### config.mk
export PLATFORM = sky130hd
export DESIGN_NAME = ddr2pbuf_gen
export DESIGN_NICKNAME = d
export VERILOG_FILES = /design/src/rtl/ddr2pbuf_gen_pkg.sv /design/src/rtl/ddr2pbuf_gen_update_addr_gen.sv /design/src/rtl/ddr2pbuf_gen.sv
export SDC_FILE = /design/constraint.sdc
export NUM_CORES = 1
export LEC_CHECK = 0
export CAP_MARGIN = 20
export CORE_ASPECT_RATIO = 0.5
export CORE_UTILIZATION = 40
export DETAILED_ROUTE_END_ITERATION = 10
export HOLD_SLACK_MARGIN = 0.1
export PLACE_DENSITY = 0.69
export SLEW_MARGIN = 20
export SYNTH_ARGS = -nofsm -noshare
export SYNTH_HDL_FRONTEND = slang
export SYNTH_SLANG_ARGS = --single-unit
### constraint.sdc
create_clock -name clk -period 5.7 [get_ports clk]
set_input_delay 0.855 -clock clk [delete_from_list [all_inputs] [get_ports clk]]
set_output_delay 0.855 -clock clk [all_outputs]
set_load 0.005 [all_outputs]
### src/rtl/ddr2pbuf_gen_pkg.sv
// Shared types and global constants for the DDR-to-pbuf loader.
package ddr2pbuf_gen_pkg;
  localparam int BATCH    = 4;
  localparam int DATA_W   = 8;
  localparam int PBUF_GRP = 4;

  typedef enum logic [1:0] {PB_BCAST, PB_SCATTER, PB_UPDATE, PB_RSVD} pbuf_mode_e;
  typedef enum logic [1:0] {ST_IDLE, ST_RUN, ST_FLUSH} pbuf_state_e;
endpackage

### src/rtl/ddr2pbuf_gen_update_addr_gen.sv
// UPDATE-mode ch/pix/row counter nest (ch innermost) with pbuf address,
// target lane and the flag marking the final beat of the job.
module update_addr_gen #(
  parameter int ADDR_W = 8,
  parameter int GRP    = 4
) (
  input  logic                     clk,
  input  logic                     rst,
  input  logic                     clear,
  input  logic                     advance,
  input  logic [3:0]               ch_num,
  input  logic [3:0]               pix_num,
  input  logic [1:0]               row_num,
  input  logic                     depool,
  output logic [ADDR_W-1:0]        addr,
  output logic [$clog2(GRP)-1:0]   lane,
  output logic                     last
);
  localparam int LW = $clog2(GRP);

  logic [3:0] ch;
  logic [3:0] pix;
  logic [1:0] row;
  logic [4:0] pix_next;
  logic [2:0] row_next;
  logic       ch_wrap;
  logic       pix_wrap;
  logic       row_wrap;
  logic [7:0] raw_addr;

  // Widened sums so an overshoot past the last index is visible as a wrap.
  assign pix_next = {1'b0, pix} + (depool ? 5'd2 : 5'd1);
  assign row_next = {1'b0, row} + (depool ? 3'd2 : 3'd1);
  assign ch_wrap  = (ch == ch_num);
  assign pix_wrap = (pix_next > {1'b0, pix_num});
  assign row_wrap = (row_next > {1'b0, row_num});
  assign last     = ch_wrap && pix_wrap && row_wrap;

  assign raw_addr = {ch, row[1], pix[3:1]};
  assign addr     = ADDR_W'(raw_addr);
  assign lane     = LW'({row[0], pix[0]});

  always_ff @(posedge clk) begin
    if (rst || clear) begin
      ch  <= '0;
      pix <= '0;
      row <= '0;
    end else if (advance) begin
      if (!ch_wrap) begin
        ch <= ch + 4'd1;
      end else begin
        ch <= '0;
        if (pix_wrap) begin
          pix <= '0;
          row <= row_wrap ? 2'd0 : row_next[1:0];
        end else begin
          pix <= pix_next[3:0];
        end
      end
    end
  end
endmodule

### src/rtl/ddr2pbuf_gen.sv
// Parameter-buffer loader: moves DDR beats into the per-PE pbufs in
// BCAST, SCATTER or UPDATE mode with valid/ready flow control.
module ddr2pbuf_gen
  import ddr2pbuf_gen_pkg::*;
#(
  parameter int BUF_DEPTH = 256,
  parameter int ADDR_W    = $clog2(BUF_DEPTH),
  parameter int PE_NUM    = 32,
  parameter int GRP       = ddr2pbuf_gen_pkg::PBUF_GRP,
  parameter int BATCH     = ddr2pbuf_gen_pkg::BATCH,
  parameter int DATA_W    = ddr2pbuf_gen_pkg::DATA_W
) (
  input  logic                          clk,
  input  logic                          rst,
  input  logic                          conf_valid,
  output logic                          conf_ready,
  input  logic [1:0]                    conf_mode,
  input  logic [11:0]                   conf_trans_num,
  input  logic [3:0]                    conf_ch_num,
  input  logic [3:0]                    conf_pix_num,
  input  logic [1:0]                    conf_row_num,
  input  logic                          conf_depool,
  input  logic [PE_NUM-1:0]             conf_mask,
  input  logic [BATCH*DATA_W-1:0]       ddr1_data,
  input  logic                          ddr1_valid,
  output logic                          ddr1_ready,
  input  logic [BATCH*DATA_W-1:0]       ddr2_data,
  input  logic                          ddr2_valid,
  output logic                          ddr2_ready,
  output logic [GRP*BATCH*DATA_W-1:0]   pbuf_wr_data,
  output logic [ADDR_W-1:0]             pbuf_wr_addr,
  output logic [PE_NUM-1:0]             pbuf_wr_en,
  output logic                          done
);
  localparam int DDR_W = BATCH * DATA_W;
  localparam int LW    = $clog2(GRP);

  pbuf_state_e state, state_nxt;
  pbuf_mode_e  mode_q;
  logic [11:0]       trans_q;
  logic [11:0]       beat_q;
  logic [3:0]        ch_q;
  logic [3:0]        pix_q;
  logic [1:0]        row_q;
  logic              depool_q;
  logic [PE_NUM-1:0] mask_q;

  logic              conf_accept;
  logic              run;
  logic              is_upd;
  logic              accept;
  logic              last_beat;
  logic [ADDR_W-1:0] upd_addr;
  logic [LW-1:0]     upd_lane;
  logic              upd_last;

  logic [GRP*DDR_W-1:0] data_nxt;
  logic [ADDR_W-1:0]    addr_nxt;
  logic [PE_NUM-1:0]    en_nxt;

  function automatic logic [PE_NUM-1:0] lane_mask(input logic [LW-1:0] lane);
    logic [PE_NUM-1:0] m;
    m = '0;
    for (int p = 0; p < PE_NUM; p++) m[p] = ((p % GRP) == int'(lane));
    return m;
  endfunction

  assign conf_accept = (state == ST_IDLE) && conf_valid;
  assign run         = (state == ST_RUN);
  assign is_upd      = (mode_q == PB_UPDATE);

  // Each stream's ready looks only at its partner's valid, so UPDATE never
  // consumes one stream without the other.
  assign ddr1_ready = run && is_upd && ddr2_valid;
  assign ddr2_ready = run && (is_upd ? ddr1_valid : 1'b1);
  assign accept     = run && (is_upd ? (ddr1_valid && ddr2_valid) : ddr2_valid);
  assign last_beat  = is_upd ? upd_last : (beat_q == trans_q - 12'd1);

  always_ff @(posedge clk) begin
    if (rst) state <= ST_IDLE;
    else     state <= state_nxt;
  end

  always_comb begin
    state_nxt  = state;
    conf_ready = 1'b0;
    done       = 1'b0;
    case (state)
      ST_IDLE: begin
        conf_ready = 1'b1;
        if (conf_valid) begin
          if (conf_mode == PB_RSVD ||
              (conf_mode != PB_UPDATE && conf_trans_num == 12'd0))
            state_nxt = ST_FLUSH;
          else
            state_nxt = ST_RUN;
        end
      end
      ST_RUN:   if (accept && last_beat) state_nxt = ST_FLUSH;
      ST_FLUSH: begin
        done      = 1'b1;
        state_nxt = ST_IDLE;
      end
      default:  state_nxt = ST_IDLE;
    endcase
  end

  always_ff @(posedge clk) begin
    if (rst) begin
      mode_q   <= PB_BCAST;
      trans_q  <= '0;
      ch_q     <= '0;
      pix_q    <= '0;
      row_q    <= '0;
      depool_q <= 1'b0;
      mask_q   <= '0;
    end else if (conf_accept) begin
      mode_q   <= pbuf_mode_e'(conf_mode);
      trans_q  <= conf_trans_num;
      ch_q     <= conf_ch_num;
      pix_q    <= conf_pix_num;
      row_q    <= conf_row_num;
      depool_q <= conf_depool;
      mask_q   <= conf_mask;
    end
  end

  always_ff @(posedge clk) begin
    if (rst || conf_accept)    beat_q <= '0;
    else if (accept && !is_upd) beat_q <= beat_q + 12'd1;
  end

  update_addr_gen #(.ADDR_W(ADDR_W), .GRP(GRP)) u_upd (
    .clk     (clk),
    .rst     (rst),
    .clear   (conf_accept),
    .advance (accept && is_upd),
    .ch_num  (ch_q),
    .pix_num (pix_q),
    .row_num (row_q),
    .depool  (depool_q),
    .addr    (upd_addr),
    .lane    (upd_lane),
    .last    (upd_last)
  );

  always_comb begin
    data_nxt = {GRP{ddr2_data}};
    addr_nxt = ADDR_W'(32'(beat_q) % 32'(BUF_DEPTH));
    en_nxt   = mask_q;
    case (mode_q)
      PB_SCATTER: begin
        addr_nxt = ADDR_W'((32'(beat_q) >> LW) % 32'(BUF_DEPTH));
        en_nxt   = mask_q & lane_mask(beat_q[LW-1:0]);
      end
      PB_UPDATE: begin
        addr_nxt = upd_addr;
        if (depool_q) begin
          // Depool: ddr2 carries a per-lane, per-element switch mask.
          for (int j = 0; j < GRP; j++)
            for (int i = 0; i < BATCH; i++)
              if (j * BATCH + i < DDR_W && ddr2_data[j*BATCH+i])
                data_nxt[j*DDR_W+i*DATA_W +: DATA_W] = ddr1_data[i*DATA_W +: DATA_W];
              else
                data_nxt[j*DDR_W+i*DATA_W +: DATA_W] = '0;
        end else begin
          data_nxt = {GRP{ddr1_data}};
          en_nxt   = mask_q & lane_mask(upd_lane);
        end
      end
      default: ;
    endcase
  end

  always_ff @(posedge clk) begin
    if (rst) begin
      pbuf_wr_en   <= '0;
      pbuf_wr_addr <= '0;
      pbuf_wr_data <= '0;
    end else if (accept) begin
      pbuf_wr_en   <= en_nxt;
      pbuf_wr_addr <= addr_nxt;
      pbuf_wr_data <= data_nxt;
    end else begin
      pbuf_wr_en   <= '0;
    end
  end
endmodule

==> results of run 1 <==
-- critical path, delay by kind of cell, from the launching register on --
| kind | cells | cell delay [ns] |
|---|---|---|
| simple gates | 2 | 0.48 |
| buf+inv | 3 | 1.09 |
| fa+ha+maj | 1 | 0.54 |
| flops | 1 | 0.33 |
-- cells by family after synthesis --
| kind of cell | count (synthesis) | synth area share |
|---|---|---|
| adders and majority gates | 19 | 0.02430 |
| DFF | 249 | 0.4793 |
| and+or+nand+nor | 549 | 0.2428 |
| muxes | 3 | 0.002888 |
| AOI/OAI and AO/OA | 285 | 0.1776 |
| buffers and inverters | 120 | 0.04403 |
| xor gates and xnor gates | 33 | 0.02911 |
-- layout by cell type, fill, tap and decap left out, types with 9 or more instances in the layout --
master             n
ha_1              16
nor2_1           155
nand3_1          123
xor2_1            14
a211oi_1         113
a21oi_1          118
nor3_1            17
clkbuf_16         23
nor2b_1            9
inv_1             16
clkdlybuf4s50_1  296
and2_1            32
nand2_1          152
nand2b_1          23
o21ai_0           13
xnor2_1           18
dfxtp_1          248
-- routing by layer --
layer  vias up  share of wire  track usage
li1       4813              -            -
met1      4707           0.44       0.3029
met2       315           0.48       0.4137
met3        65          0.049      0.03937
met4         0          0.031      0.07815
met5         -              0            0
-- state kept, by name, indices dropped and copies added, names as in the netlist --
register      flops
beat_q           12
pbuf_wr_data    128
u_upd.row         2
pbuf_wr_en       32
u_upd.pix         4
trans_q          12
state             2
mode_q            2
pbuf_wr_addr      8
mask_q           32
depool_q          1
row_q             2
pix_q             4
ch_q              4
u_upd.ch          4
-- final cells by class --
class                   count  share of cell area
flip-flops and latches    249              0.3513
multi-input cells         889              0.3511
repair buffers            304              0.2133
clock buffers              32             0.04434
well taps                 344             0.03033
clock inverters             4            0.005201
inverters                  17            0.004496
-- metrics by stage --
step           std cells  hold slack, ns
3_5_place_dp        1803          0.4404
5_1_grt             1839          0.4642
4_1_cts             1839          0.4525
3_3_place_gp        1803          0.4340
2_1_floorplan       1258          0.4296
6_report            1839          0.4484
-- how the worst min path moves through the flow --
stage	from	cells after the start	slack [ns]	end
final	mask_q[14]	2	0.45	mask_q[14]
after detailed placement	mask_q[19]	1	0.44	pbuf_wr_en[19]
after global routing	pbuf_wr_data[73]	2	0.46	pbuf_wr_data[73]
after floorplan	mask_q[0]	1	0.43	pbuf_wr_en[0]
after CTS	mask_q[19]	2	0.45	mask_q[19]
after global placement	mask_q[14]	1	0.43	pbuf_wr_en[14]
-- power groups by stage --
stage | sequential [mW] | combinational [mW] | clock [mW]
4_1_cts | 1.90 | 0.652 | 1.55
3_3_place_gp | 1.94 | 0.634 | 0
3_5_place_dp | 1.94 | 0.648 | 0
5_1_grt | 1.91 | 0.714 | 1.62
2_1_floorplan | 1.93 | 0.328 | 0
6_report | 1.90 | 0.652 | 1.51
==> impl_metrics.py, run 1 <==
metrics = {
    "yosys": {
        "ys_ff_latch": 249,
        "async_flop_share": 0,
        "synth_area_per_cell_um2": 8.267,
        "postSynthCellCount": 1258,
        "yosys_warnings": 0,
        "netlist_top_cells_count": "dfxtp_1 (249), nor2_1 (156), nand2_1 (153)",
        "synth_fp_nets": 1403,
        "yosysTopAreaCellShare": 0.4793,
        "synth_ff_type": "dfxtp_1",
        "synth_area_leaders": "dfxtp_1 (48%), a211oi_1 (8.2%), nand3_1 (5.9%)",
        "ys_seq_area_frac": 0.4793,
        "synth_cell_types": 56,
        "synth_edf_count": 0,
        "syn_area_um2": 10400,
        "synth_top_area_cell": "dfxtp_1",
        "yosysMostFrequentCell": "dfxtp_1",
    },
    "worst_setup_path": {
        "path_class": "flip-flop to output port",
        "critical_path.max_stage_delay_ns": 0.54,
        "timing.critical_path.to": "ddr2_ready",
        "cp.arrival_ns": 2.98,
        "r2r-end": "pbuf_wr_data[8]",
        "r2r-start": "mode_q[0]",
        "cp-start-kind": "flip-flop",
        "path_cells": "inv_1, ha_4, inv_2, nor2_1, nor2b_1, clkdlybuf4s50_1",
        "cp-startpoint": "mode_q[0]",
        "worstPathRequired_ns": 4.85,
        "rr_worst_depth": 8,
        "slowest_stage": "ha_4",
        "end_kind": "output port",
        "worst-path-max-fanout": 60,
        "rrSetupSlack_ns": 2.27,
    },
    "place": {
        "dpl-instance-area_um2": 13490,
        "io_buffer_count": 297,
        "post-dp-hpwl_mm": 23.16,
        "pre_cts_slack_ns": 2.189,
        "gp_congestion": 0.8620,
    },
    "floorplanning": {
        "rows": 41,
        "start_util": 0.4104,
        "core_um2": 25340,
        "fp.dieW_um": 230.0,
        "die_h_um": 116.0,
        "io_pins": 298,
        "die_area_um2": 26690,
    },
    "cts": {
        "cts_buffers": 23,
        "clk_path_buf_depth": 3,
        "post_cts_buffers": 0,
        "cts_hold_buf": 0,
        "ctsResizeCount": 0,
        "root_buffer": "clkbuf_16",
        "clock_latency_ns": 0.52,
        "htreeDepth": 1,
        "clock-sinks": 249,
        "cts_tree": "yes",
        "path_clk_slew_ns": 0.06,
    },
    "timing": {
        "tightest_slew_ns": 0.8951,
        "setup_viol": 0,
        "slew_headroom": 0.4033,
        "post-route-period-util": 0.6732,
        "fin_skew_ns": 0.01582,
        "fmax_ghz": 0.2606,
        "setup_slack_ns": 1.863,
        "rsz0062_at_grt": "no",
        "drv_slew": 0,
        "final.setup.tns_ns": 0,
        "hold_viol_final": 0,
        "period_needed_ns": 3.837,
    },
    "final_layout": {
        "fillCellCount": 2347,
        "final_core_util": 0.5600,
        "syn_to_final_growth_pct": 36.47,
        "fin_area_um2": 14190,
        "drive_above_1_share": 0.03278,
        "nets": 1629,
        "multi_input_area_um2": 4982,
        "diodes": 0,
        "ff_latch_area_um2": 4986,
    },
    "power_and_ir_drop": {
        "power_mw": 4.067,
        "switching_share": 0.2603,
        "power_density_nw_per_um2": 286.5,
        "p_switching_mw": 1.058,
        "irDropWorstVdd_v": 0.0001620,
        "seq_power_share": 0.467,
        "clockPowerShare": 0.372,
        "p_int_mw": 3.008,
        "p_comb_frac": 0.160,
        "p_leak_nw": 4.849,
    },
    "global_routing": {
        "grt-ovfl-total": 0,
        "grt_use_total": 0.2377,
        "antenna_found_initial": 0,
        "grt_pass1_wl_mm": 50.48,
        "grt_pass1_vias": 9374,
        "grt_start_max_net_pins": 119,
    },
    "detailed_routing": {
        "ant_nets": 0,
        "firstDrtPassIters": 5,
        "route.detailed.drc": 0,
        "avgViaCountPerCell": 5.383,
        "wl_mm": 32.86,
        "vias": 9900,
        "wl_per_cell_um": 17.87,
        "drt_iter0_drc": 692,
    },
    "outcome": {
        "status": "finished, final reports clean",
    },
    "job": {
        "max_cap_viol_count": 0,
    },
    "hold_path": {
        "hold_class": "flip-flop to flip-flop",
    },
}
Note: power is estimated with default switching activity, not from simulation.
==> run 2: changes to the inputs <==
- PLACE_DENSITY: 0.69 -> 0.72
- clock period: 5.7 -> 3.3 ns (I/O delays scaled with it)
==> impl_metrics.py, run 2 (synthesis gave the netlist of run 1 again) <==
metrics = {
    "outcome": {
        "status": "finished, final reports clean",
    },
    "floorplanning": {
        "io_pins": 298,
        "die_h_um": 116.0,
        "fp.dieW_um": 230.0,
        "core_um2": 25340,
        "die_area_um2": 26690,
        "rows": 41,
        "start_util": 0.4104,
    },
    "place": {
        "placed_cells": 1809,
        "io_buffer_count": 297,
        "post-dp-hpwl_mm": 23.03,
        "gp_congestion": 0.8533,
        "dpl-instance-area_um2": 13560,
    },
    "final_layout": {
        "biggestRegsByFlops": "pbuf_wr_data x128, mask_q x32, pbuf_wr_en x32",
        "regMostFlops": "pbuf_wr_data",
        "final_common_cell": "clkdlybuf4s50_1",
        "nets": 1635,
        "final_core_util": 0.5652,
        "largest_reg_flops": 128,
        "fin_area_um2": 14320,
        "diodes": 0,
        "multi_input_area_um2": 4981,
        "ff_latch_area_um2": 4985,
        "syn_to_final_growth_pct": 37.73,
        "drive_above_1_share": 0.03723,
        "instances_no_fill": 1848,
        "fillCellCount": 2227,
        "final_cell_mix": "clkdlybuf4s50_1 (296), dfxtp_1 (249), nor2_1 (155)",
    },
    "timing": {
        "slew_headroom": 0.3282,
        "rsz0062_at_grt": "no",
        "tightest_slew_ns": 1.008,
        "drv_slew": 0,
        "fmax_ghz": 0.3430,
        "hold_viol_final": 0,
        "setup_viol": 0,
        "period_needed_ns": 2.916,
        "post-route-period-util": 0.8835,
        "fin_skew_ns": 0.01177,
        "holdWs_ns": 0.3959,
        "final.setup.tns_ns": 0,
    },
    "cts": {
        "cts_buffers": 23,
        "root_buffer": "clkbuf_16",
        "cts_hold_buf": 0,
        "clock-sinks": 249,
        "cts_tree": "yes",
        "path_clk_slew_ns": 0.06,
        "clk_path_buf_depth": 3,
        "post_cts_buffers": 0,
        "htreeDepth": 1,
        "clock_latency_ns": 0.52,
        "ctsResizeCount": 0,
    },
    "power_and_ir_drop": {
        "irDropWorstVdd_v": 0.0003209,
        "power_density_nw_per_um2": 503.3,
        "p_leak_nw": 4.913,
    },
    "job": {
        "max_cap_viol_count": 0,
    },
    "worst_setup_path": {
        "path_class": "flip-flop to flip-flop",
        "cp.arrival_ns": 3.38,
        "worstPathRequired_ns": 3.77,
        "worst-path-max-fanout": 22,
        "cp-start-kind": "flip-flop",
        "end_kind": "flip-flop",
    },
    "global_routing": {
        "antenna_found_initial": 0,
        "grt_start_max_net_pins": 86,
        "grt_pass1_wl_mm": 49.89,
        "grt_pass1_vias": 9329,
        "grt-ovfl-total": 0,
        "grt_use_total": 0.2339,
    },
    "detailed_routing": {
        "route.detailed.drc": 0,
        "wl_per_cell_um": 17.62,
        "wl_mm": 32.57,
        "avgViaCountPerCell": 5.457,
        "drt_iter0_drc": 764,
        "ant_nets": 0,
        "vias": 10085,
        "firstDrtPassIters": 7,
    },
    "hold_path": {
        "hold_class": "input pin to flip-flop",
    },
}
[run 2: changes by cell type in the layout (fill, tap and decap cells not counted), sizes merged]
cell,previous run,this run
clkbuf,32,33
bufinv,2,4
buf,8,14
[run 2: through the flow]
step | setup WS [ns] | power, mW
after global placement | 0.5082 | 4.444
after floorplan | 0.3867 | 3.893
after CTS | 0.4185 | 7.261
final | 0.3843 | 7.209
after global routing | 0.1143 | 7.509
after detailed placement | 0.4341 | 4.482
[run 2: per-layer routing]
layer | global-route usage | part of all wire
met1 | 0.2993 | 0.43
met3 | 0.03937 | 0.060
met4 | 0.08124 | 0.035
met5 | 0 | 0
met2 | 0.4028 | 0.48
[run 2: report_power, final]
| group | switching [mW] | internal (mW) | leakage [nW] |
|---|---|---|---|
| sequential | 0.106 | 3.17 | 2.03 |
| combinational | 0.590 | 0.556 | 2.51 |
| clock | 1.14 | 1.64 | 0.372 |
[run 2: layout make-up]
type / instances / area share
clock buffer: 33 / 0.04420
clock inverter: 6 / 0.009347
inverter: 17 / 0.004455
multi-input combinational: 889 / 0.3477
sequential: 249 / 0.3480
tap: 344 / 0.03005
timing repair buffer: 310 / 0.2162
[run 2: worst paths after layout]
kind                  start            end  slack [ns]  cells past startpoint
setup reg to reg   depool_q   u_upd.pix[2]        0.38                     12
hold / removal          rst     mask_q[13]        0.40                      2
setup / recovery   depool_q   u_upd.pix[2]        0.38                     12
hold reg to reg   mask_q[3]  pbuf_wr_en[3]        0.45                      1
[run 2: worst max-delay path, cell delays in order (launching register included)]
cell	delay, ns
dfxtp_1	0.45
buf_4	0.33
ha_1	0.28
a21o_1	0.18
nand2_1	0.07
xnor2_1	0.15
ha_1	0.31
a21oi_1	0.16
nand3_1	0.11
a32o_1	0.25
nor3_1	0.36
nand3b_1	0.13
nand2_1	0.07
==> run 3: changes to the inputs <==
- CORE_UTILIZATION: 40 -> 43
- PLACE_DENSITY: 0.72 -> 0.76
- SKIP_CTS_REPAIR_TIMING: not set -> 1
==> impl_metrics.py, run 3 (synthesis gave the netlist of run 1 again) <==
metrics = {
    "floorplanning": {
        "rows": 39,
        "io_pins": 298,
        "core_um2": 23280,
        "fp.dieW_um": 221.9,
        "die_h_um": 112.0,
        "die_area_um2": 24850,
        "start_util": 0.4468,
    },
    "worst_setup_path": {
        "slowest_stage": "dfxtp_1",
        "critPathBufInv": 1,
        "path_class": "flip-flop to flip-flop",
        "r2r-start": "depool_q",
        "r2r-end": "state[1]",
        "path_cells": "buf_4, ha_1, a21o_1, nand2_1, xnor2_1, ha_1, a21oi_1, nand3_1, a32oi_1, o31a_1, o31ai_1, and2b_1",
        "rrSetupSlack_ns": 0.45,
        "timing.critical_path.to": "state[1]",
        "end_kind": "flip-flop",
        "rr_worst_depth": 12,
        "cp-start-kind": "flip-flop",
        "cp-startpoint": "depool_q",
        "critical_path.max_stage_delay_ns": 0.40,
        "crit_family": "compound AO/OA/AOI/OAI gates",
        "worstPathRequired_ns": 3.73,
        "path_common_cell": "ha_1",
        "cp.arrival_ns": 3.27,
        "cp_num_cells": 12,
        "worst-path-max-fanout": 23,
    },
    "hold_path": {
        "hold_class": "flip-flop to flip-flop",
    },
    "timing": {
        "rsz0062_at_grt": "no",
        "drv_slew": 0,
        "tightest_slew_ns": 1.105,
        "post-route-period-util": 0.8628,
        "final.setup.tns_ns": 0,
        "setup_viol": 0,
        "hold_viol_final": 0,
        "fin_skew_ns": 0.01725,
        "period_needed_ns": 2.847,
        "slew_headroom": 0.2635,
        "holdWs_ns": 0.4506,
        "fmax_ghz": 0.3512,
    },
    "cts": {
        "clk_path_buf_depth": 3,
        "path_clk_slew_ns": 0.07,
        "clock-sinks": 249,
        "htreeDepth": 1,
        "clock_latency_ns": 0.53,
        "root_buffer": "clkbuf_16",
        "cts_tree": "yes",
        "cts_buffers": 23,
    },
    "power_and_ir_drop": {
        "power_mw": 7.621,
        "power_density_nw_per_um2": 529.8,
        "irDropWorstVdd_v": 0.0003897,
        "p_leak_nw": 4.962,
    },
    "global_routing": {
        "grt_pass1_vias": 9492,
        "antenna_found_initial": 1,
        "grt_start_max_net_pins": 129,
        "grt_pass1_wl_mm": 50.52,
        "grt-ovfl-total": 0,
        "grt_use_total": 0.2514,
    },
    "place": {
        "post-dp-hpwl_mm": 22.63,
        "dpl-instance-area_um2": 13480,
        "gp_congestion": 0.8424,
        "io_buffer_count": 297,
    },
    "final_layout": {
        "drive_above_1_share": 0.04122,
        "final_common_cell": "clkdlybuf4s50_1",
        "syn_to_final_growth_pct": 38.32,
        "largest_reg_flops": 128,
        "regMostFlops": "pbuf_wr_data",
        "fin_area_um2": 14390,
        "biggestRegsByFlops": "pbuf_wr_data x128, mask_q x32, pbuf_wr_en x32",
        "final_cell_mix": "clkdlybuf4s50_1 (296), dfxtp_1 (249), nor2_1 (155)",
        "nets": 1632,
    },
    "outcome": {
        "status": "finished, final reports clean",
    },
    "detailed_routing": {
        "vias": 10049,
        "wl_per_cell_um": 17.94,
        "drt_iter0_drc": 722,
        "wl_mm": 32.50,
        "avgViaCountPerCell": 5.546,
        "firstDrtPassIters": 7,
        "ant_nets": 0,
        "route.detailed.drc": 0,
    },
    "job": {
        "max_cap_viol_count": 0,
    },
}
## run 3: cell count changes in the layout (fill, tap and decap cells not counted)
| cell | before | now |
|---|---|---|
| clkbuf_1 | 8 | 2 |
| buf_4 | 11 | 9 |
| diode_2 | 0 | 1 |
| clkinv_4 | 0 | 1 |
| buf_12 | 2 | 1 |
| clkinvlp_4 | 0 | 1 |
| inv_6 | 1 | 4 |
| bufinv_16 | 4 | 8 |
## run 3: area by class of cell
type	instances	area [µm²]
clock inverter	15	296.5
timing repair buffer	307	3062
clock buffer	27	610.6
inverter	17	63.81
tap	307	384.1
multi-input combinational	889	4981
antenna	1	2.502
sequential	249	4985
fill	1969	8891
## run 3: worst min-delay path, stage by stage (launching register included)
cell and delay [ns]:
dfxtp_1 0.31, nand2_1 0.05, a21oi_1 0.05
## run 3: through the flow
stage | std cells | util | setup WS [ns]
floorplan | 1258 | - | 0.3867
global placement | 1769 | 0.5789 | 0.5834
detailed placement | 1769 | 0.5789 | 0.4603
CTS | 1811 | 0.6179 | 0.4491
global route | 1812 | 0.6180 | 0.2232
finish | 1812 | 0.6180 | 0.4527
## run 3: worst min path at each step
stage / to / slack (ns) / start / cells past startpoint
final: mask_q[12] / 0.45 / mask_q[12] / 2
after global routing: pbuf_wr_en[30] / 0.46 / mask_q[30] / 1
after CTS: mask_q[14] / 0.45 / mask_q[14] / 2
after detailed placement: pbuf_wr_en[20] / 0.44 / mask_q[20] / 1
after global placement: pbuf_wr_en[14] / 0.43 / mask_q[14] / 1
after floorplan: pbuf_wr_en[0] / 0.43 / mask_q[0] / 1
## run 3: where the power goes
group | total [mW] | internal, mW | switching (mW)
Clock | 3.20 | 1.97 | 1.23
Combinational | 1.14 | 0.552 | 0.591
Sequential | 3.27 | 3.17 | 0.106
## run 3: metal layers
metal / track usage / part of all wire / vias up
met5: 0 / 0 / -
met4: 0.07546 / 0.027 / 0
met3: 0.03827 / 0.050 / 67
met2: 0.4350 / 0.48 / 346
met1: 0.3247 / 0.44 / 4803
li1: - / - / 4833
